`src/rtl/pipe_stage_skid.sv`:
```
// ---------------------------------------------------------------------------
// pipe_stage_skid
//
// Inter-stage pipeline register with a valid/ready handshake and a two-entry
// skid buffer (main = head, skid = overflow). The upstream ready is a
// registered signal, so no combinational ready path runs across the stage.
// While the stage holds no valid beat, out_data_o shows NOP_VAL (a bubble).
// flush_i empties the stage on a branch redirect.
//
// Handshake: a beat moves across an interface on a rising clk_i edge when
// valid and ready are both high in the cycle before it. A producer holds
// valid and data until that happens. in_valid_i must not depend on
// in_ready_o.
//
// Optional feature macro: PIPE_STAGE_PERF_EN
//   When defined, the stage adds two saturating performance counters,
//   stall_cnt_o and bubble_cnt_o. They clear only on rst_i.
//
// Ports
//   clk_i        in   1       clock, rising edge
//   rst_i        in   1       asynchronous, active-high reset
//   in_valid_i   in   1       upstream data valid
//   in_data_i    in   DATA_W  upstream payload
//   in_ready_o   out  1       stage can accept a beat this cycle (flop)
//   out_valid_o  out  1       stage holds a valid beat (flop)
//   out_data_o   out  DATA_W  head payload, or NOP_VAL while out_valid_o=0
//   out_ready_i  in   1       downstream accepts the head beat
//   flush_i      in   1       discard all held and incoming beats this cycle
//   stall_cnt_o  out  CNT_W   [PERF] cycles with out_valid_o & ~out_ready_i
//   bubble_cnt_o out  CNT_W   [PERF] cycles with ~out_valid_o after reset
//   state_dbg_o  out  2       current FSM state {skid_v, main_v}
// ---------------------------------------------------------------------------
module pipe_stage_skid #(
  parameter int unsigned          DATA_W  = 32,
  parameter logic [DATA_W-1:0]    NOP_VAL = 'h13,
  parameter int unsigned          CNT_W   = 32
) (
  input  logic              clk_i,
  input  logic              rst_i,
  input  logic              in_valid_i,
  input  logic [DATA_W-1:0] in_data_i,
  output logic              in_ready_o,
  output logic              out_valid_o,
  output logic [DATA_W-1:0] out_data_o,
  input  logic              out_ready_i,
  input  logic              flush_i,
`ifdef PIPE_STAGE_PERF_EN
  output logic [CNT_W-1:0]  stall_cnt_o,
  output logic [CNT_W-1:0]  bubble_cnt_o,
`endif
  output logic [1:0]        state_dbg_o
);

  // The state encoding is {skid_v, main_v}. This makes out_valid_o and
  // in_ready_o come straight from the state flops.
  typedef enum logic [1:0] {
    ST_EMPTY = 2'b00,
    ST_ONE   = 2'b01,
    ST_FULL  = 2'b11
  } state_t;

  state_t state;
  state_t state_next;

  logic [DATA_W-1:0] main_q;
  logic [DATA_W-1:0] skid_q;

  logic in_fire;
  logic out_fire;

  // Load controls produced by the next-state logic.
  logic load_main_in;
  logic load_main_skid;
  logic load_skid_in;

  // -------------------------------------------------------------------------
  // Status and handshake
  // -------------------------------------------------------------------------
  assign out_valid_o = state[0];
  assign in_ready_o  = ~state[1];
  assign state_dbg_o = state;

  assign in_fire  = in_valid_i & in_ready_o;
  assign out_fire = out_valid_o & out_ready_i;

  // The payload flops are not reset. Masking the output keeps stale or
  // uninitialised contents from reaching the next stage.
  assign out_data_o = out_valid_o ? main_q : NOP_VAL;

  // -------------------------------------------------------------------------
  // State register
  // -------------------------------------------------------------------------
  always_ff @(posedge clk_i or posedge rst_i) begin
    if (rst_i) begin
      state <= ST_EMPTY;
    end else begin
      state <= state_next;
    end
  end

  // -------------------------------------------------------------------------
  // Next-state and load-control logic
  // -------------------------------------------------------------------------
  always_comb begin
    state_next     = state;
    load_main_in   = 1'b0;
    load_main_skid = 1'b0;
    load_skid_in   = 1'b0;

    case (state)
      ST_EMPTY: begin
        if (in_fire) begin
          load_main_in = 1'b1;
          state_next   = ST_ONE;
        end
      end

      ST_ONE: begin
        if (in_fire && out_fire) begin
          // The head leaves as the new beat arrives. The new beat replaces
          // the head directly, which sustains one beat per cycle.
          load_main_in = 1'b1;
        end else if (in_fire) begin
          load_skid_in = 1'b1;
          state_next   = ST_FULL;
        end else if (out_fire) begin
          state_next = ST_EMPTY;
        end
      end

      ST_FULL: begin
        // in_ready_o is low here, so only the drain path exists. Moving skid
        // into main keeps FIFO order.
        if (out_fire) begin
          load_main_skid = 1'b1;
          state_next     = ST_ONE;
        end
      end

      default: begin
        state_next = ST_EMPTY;
      end
    endcase

    // A flush wins over every transition. Any payload load in this cycle is
    // harmless because both valid bits clear.
    if (flush_i) begin
      state_next = ST_EMPTY;
    end
  end

  // -------------------------------------------------------------------------
  // Payload storage (not reset)
  // -------------------------------------------------------------------------
  always_ff @(posedge clk_i) begin
    if (load_main_in) begin
      main_q <= in_data_i;
    end else if (load_main_skid) begin
      main_q <= skid_q;
    end
  end

  always_ff @(posedge clk_i) begin
    if (load_skid_in) begin
      skid_q <= in_data_i;
    end
  end

`ifdef PIPE_STAGE_PERF_EN
  // -------------------------------------------------------------------------
  // Performance counters. Each one saturates at all-ones. A flush does not
  // clear them, and an empty cycle caused by a flush counts as a bubble.
  // -------------------------------------------------------------------------
  logic [CNT_W-1:0] stall_cnt_q;
  logic [CNT_W-1:0] bubble_cnt_q;

  always_ff @(posedge clk_i or posedge rst_i) begin
    if (rst_i) begin
      stall_cnt_q <= '0;
    end else if (out_valid_o && !out_ready_i && (stall_cnt_q != '1)) begin
      stall_cnt_q <= stall_cnt_q + 1'b1;
    end
  end

  always_ff @(posedge clk_i or posedge rst_i) begin
    if (rst_i) begin
      bubble_cnt_q <= '0;
    end else if (!out_valid_o && (bubble_cnt_q != '1)) begin
      bubble_cnt_q <= bubble_cnt_q + 1'b1;
    end
  end

  assign stall_cnt_o  = stall_cnt_q;
  assign bubble_cnt_o = bubble_cnt_q;
`endif

endmodule

```
`config.mk`:
```
export PLATFORM = sky130hd
export DESIGN_NAME = pipe_stage_skid
export DESIGN_NICKNAME = d
export VERILOG_FILES = /design/src/rtl/pipe_stage_skid.sv
export SDC_FILE = /design/constraint.sdc
export NUM_CORES = 1
export LEC_CHECK = 0
export BUFFER_PORTS_ARGS = -buffer_cell sky130_fd_sc_hd__buf_2
export CAP_MARGIN = 20
export CELL_PAD_IN_SITES_DETAIL_PLACEMENT = 1
export CELL_PAD_IN_SITES_GLOBAL_PLACEMENT = 2
export CORE_ASPECT_RATIO = 1.2
export CORE_MARGIN = 2
export CORE_UTILIZATION = 37
export CTS_CLUSTER_DIAMETER = 150
export CTS_CLUSTER_SIZE = 40
export DETAILED_ROUTE_END_ITERATION = 8
export PLACE_DENSITY_LB_ADDON = 0.1
export SKIP_LAST_GASP = 1
export SLEW_MARGIN = 20
export SYNTH_ARGS = -nofsm -noshare
export SYNTH_HDL_FRONTEND = slang
export SYNTH_SLANG_ARGS = --single-unit
```
`constraint.sdc`:
```
create_clock -name clk_i -period 3.5 [get_ports clk_i]
set_input_delay 1.05 -clock clk_i [delete_from_list [all_inputs] [get_ports clk_i]]
set_output_delay 1.05 -clock clk_i [all_outputs]
set_load 0.02 [all_outputs]
```
==> flow_results.xml <==
<?xml version="1.0" encoding="UTF-8"?>
<metrics>
  <group name="status">
    <metric name="run_status" unit="">complete, no violations</metric>
  </group>
  <group name="placement">
    <metric name="place_congestion" unit="">0.730</metric>
    <metric name="port_buf_inserts" unit="">72</metric>
    <metric name="hpwl_after_dpl" unit="um">3940</metric>
  </group>
  <group name="synth">
    <metric name="synthTopCellsByCount" unit="">64 x edfxtp_1, 29 x and2_1, 29 x mux2_4</metric>
    <metric name="syn_avg_cell_area" unit="um2">18.0</metric>
    <metric name="synth-edff-count" unit="">64</metric>
    <metric name="yosysSeqAreaShare" unit="%">68.0</metric>
    <metric name="postSynth.topFlopCell" unit="">edfxtp_1</metric>
    <metric name="count_of_distinct_cell_types_in_the_synthesized_netlist" unit="">27</metric>
    <metric name="synth_area_leader_cell" unit="">edfxtp_1</metric>
    <metric name="synth.most_common_cell" unit="">edfxtp_1</metric>
    <metric name="syn-instance-count" unit="">161</metric>
    <metric name="post_synth_main_area_contributors" unit="">edfxtp_1 66%, mux2_4 15%, and2_1 6.3%</metric>
    <metric name="synth_top_cell_area_share" unit="%">66.3</metric>
    <metric name="async_reset_ff_share" unit="%">3.03</metric>
    <metric name="synth_nets" unit="">202</metric>
    <metric name="synth-seq-cells" unit="">66</metric>
    <metric name="post_synth_instance_area" unit="um2">2900</metric>
    <metric name="yosysWarnings" unit="">0</metric>
  </group>
  <group name="critical_path">
    <metric name="cp_num_buf_inv" unit="">2</metric>
    <metric name="critical_path_class" unit="">flop to primary output</metric>
    <metric name="critical_path.max_stage_delay" unit="ps">570</metric>
    <metric name="critical_path_peak_fanout" unit="">33</metric>
    <metric name="timing.critical_path.max_delay_family" unit="">flip-flops</metric>
    <metric name="worst_path_max_delay_cell" unit="">dfrtp_1</metric>
    <metric name="critical_path_required" unit="ps">2450</metric>
    <metric name="cp_cell_sequence" unit="">buf_4 &gt; and2_1 &gt; buf_2</metric>
    <metric name="startpoint_type" unit="">flop</metric>
    <metric name="arrival" unit="ps">1660</metric>
    <metric name="cp-end-kind" unit="">primary output</metric>
  </group>
  <group name="route">
    <metric name="top_routing_layer_in_use" unit="">met4</metric>
    <metric name="detail_route.wirelength" unit="um">5640</metric>
    <metric name="wl_per_cell" unit="um">16.7</metric>
    <metric name="post_drt_via_cell_ratio" unit="">4.73</metric>
    <metric name="met3WireLength" unit="um">339</metric>
    <metric name="dr.first_iter.drc_count" unit="">75</metric>
    <metric name="met1_length" unit="um">2420</metric>
    <metric name="drtAntennaViolNets" unit="">0</metric>
    <metric name="route.vias.total" unit="">1593</metric>
    <metric name="drt_first_pass_iters" unit="">4</metric>
    <metric name="met2_wirelength" unit="um">2770</metric>
    <metric name="remaining_drc_errors" unit="">0</metric>
  </group>
  <group name="power_and_ir_drop">
    <metric name="net-switching-power" unit="W">0.000878</metric>
    <metric name="portion_of_total_power_attributed_to_sequential_cells" unit="%">44.6</metric>
    <metric name="power.density" unit="nW/um2">760</metric>
    <metric name="fin_total_pwr" unit="W">0.00266</metric>
    <metric name="cellLeakagePower" unit="nW">1.44</metric>
    <metric name="internal_power" unit="W">0.00178</metric>
    <metric name="combinationalPowerShare" unit="%">36.0</metric>
    <metric name="clkPwrFrac" unit="%">19.5</metric>
    <metric name="max-vdd-ir-drop" unit="mV">0.332</metric>
    <metric name="sw_frac_of_total" unit="%">33.0</metric>
  </group>
  <group name="timing">
    <metric name="period_needed" unit="ps">2710</metric>
    <metric name="skew" unit="ps">8.93</metric>
    <metric name="finalSetupTns" unit="ps">0</metric>
    <metric name="number_of_slew_limit_violations_in_the_final_report" unit="">0</metric>
    <metric name="setup_violations" unit="">0</metric>
    <metric name="worst_slew_pin_slew" unit="ps">465</metric>
    <metric name="grt_setup_unrepaired" unit="">false</metric>
    <metric name="hold-worst-slack" unit="ps">550</metric>
    <metric name="achievable-frequency" unit="GHz">0.369</metric>
    <metric name="relSlewSlack" unit="%">68.9</metric>
    <metric name="finalCritPeriodShare" unit="%">77.4</metric>
    <metric name="report.final.hold_viol_count" unit="">0</metric>
  </group>
  <group name="grt">
    <metric name="first_global_vias" unit="">1754</metric>
    <metric name="groute.usage.overall" unit="%">13.9</metric>
    <metric name="grt_first_pass_wirelength" unit="um">8940</metric>
    <metric name="number_of_antenna_violations_at_the_first_check_in_global_routing" unit="">0</metric>
    <metric name="globalRouteOverflowTotal" unit="">0</metric>
    <metric name="maximum_number_of_pins_on_one_net_before_global_route_repair" unit="">34</metric>
  </group>
  <group name="die">
    <metric name="floorplan.initialDensity" unit="%">37.8</metric>
    <metric name="placementRows" unit="">35</metric>
    <metric name="floorplan.io_pins" unit="">73</metric>
    <metric name="fp.dieW" unit="um">84.8</metric>
    <metric name="die_h" unit="um">101</metric>
    <metric name="fp.dieArea" unit="um2">8570</metric>
    <metric name="design.core.area" unit="um2">7660</metric>
  </group>
  <group name="clocking">
    <metric name="cts_max_level" unit="">3</metric>
    <metric name="clock_tree.buffer_depth" unit="">2</metric>
    <metric name="clock-sinks" unit="">66</metric>
    <metric name="worst_skew_pair.late_latency" unit="ps">330</metric>
    <metric name="cts_resized" unit="">0</metric>
    <metric name="tritoncts" unit="">done</metric>
    <metric name="clock-root-buffer" unit="">clkbuf_8</metric>
    <metric name="clkTransAtPathRegs" unit="ps">70</metric>
    <metric name="ctsHoldBuffers" unit="">0</metric>
    <metric name="tritoncts.num_buffers" unit="">9</metric>
    <metric name="postCtsSetupBuffers" unit="">0</metric>
  </group>
  <group name="layout">
    <metric name="nets" unit="">281</metric>
    <metric name="num_antenna_cells" unit="">0</metric>
    <metric name="flow.area_growth_from_synthesis" unit="%">20.5</metric>
    <metric name="final_layout_size_suffix_gt1_share" unit="%">50.2</metric>
    <metric name="final_util" unit="%">45.6</metric>
  </group>
  <group name="min_path">
    <metric name="min_path_type" unit="">flop to flop</metric>
  </group>
  <group name="run">
    <metric name="maxCapViolCount" unit="">0</metric>
  </group>
</metrics>
registers in the layout, indices dropped and copies added (netlist names):
register     flops
main_q          32
state_dbg_o      2
skid_q          32
worst reg2reg max path, stage by stage (launching register included):
cell	delay (ps)
dfrtp_1	570
ha_1	290
a31oi_1	140
nor2b_4	420
buf_4	350
mux2_4	330
routing by layer:
| metal | global-route usage [%] | vias to the layer above |
|---|---|---|
| met2 | 22.4 | 59 |
| met4 | 7.69 | 0 |
| met1 | 17.0 | 773 |
| met3 | 3.85 | 10 |
| met5 | 0 | - |
| li1 | - | 751 |
area by class of cell:
type	count	area, um2
clock inverter	4	18.8
timing repair buffer	77	398
multi-input combinational	83	846
sequential	66	1970
fill	771	4170
clock buffer	12	135
tap	92	115
inverter	3	11.3
worst paths after layout:
kind,endpoint,slack (ps),startpoint,cells past startpoint
worst max register to register,main_q[28],1140,state_dbg_o[0],5
min in group asynchronous,state_dbg_o[1],560,rst_i,2
worst max-delay path,out_data_o[7],790,state_dbg_o[0],3
worst min-delay path,main_q[12],550,skid_q[12],1
worst min register to register,main_q[12],550,skid_q[12],1
max in group asynchronous,state_dbg_o[0],2830,rst_i,2
power by group through the flow:
stage	Sequential, W	Combinational, W	Clock, W
global route	0.00120	0.00104	0.000570
finish	0.00118	0.000956	0.000517
floorplan	0.00118	0.000736	0
CTS	0.00119	0.000984	0.000541
detailed placement	0.00120	0.000978	0
global placement	0.00119	0.000946	0
logic make-up (layout without fill, tap and decap cells):
group	count (synthesis)	after routing	synth area share (%)
simple gates	37	37	8.11
flops	66	66	68.0
buf+inv	12	96	3.49
compound gates	9	9	2.16
fa+ha+maj	4	4	1.73
mux	33	33	16.5
cell usage in the layout (no fill, tap or decap):
cell type,count
nor2b_2,1
a21oi_1,2
clkinv_1,3
nor2b_4,1
a21oi_4,1
dfrtp_1,2
clkbuf_1,3
nand2b_1,3
a211o_1,1
mux2_4,29
buf_4,5
buf_2,72
nand4b_1,1
clkbuf_8,9
a311o_1,1
ha_1,4
inv_1,3
o31a_1,1
nand2_1,1
mux2_2,3
edfxtp_1,64
clkinvlp_4,1
o21ai_0,1
a31o_2,1
mux2i_1,1
a31oi_1,1
and2_1,29
nand3b_1,1
through the flow:
step | cells | instance area [um2] | setup WS [ps]
finish | 337 | 3500 | 793
global route | 337 | 3500 | 634
CTS | 337 | 3500 | 724
detailed placement | 321 | 3340 | 755
global placement | 321 | 3340 | 821
floorplan | 161 | 2900 | 309
(Power assumes the default switching activity.)
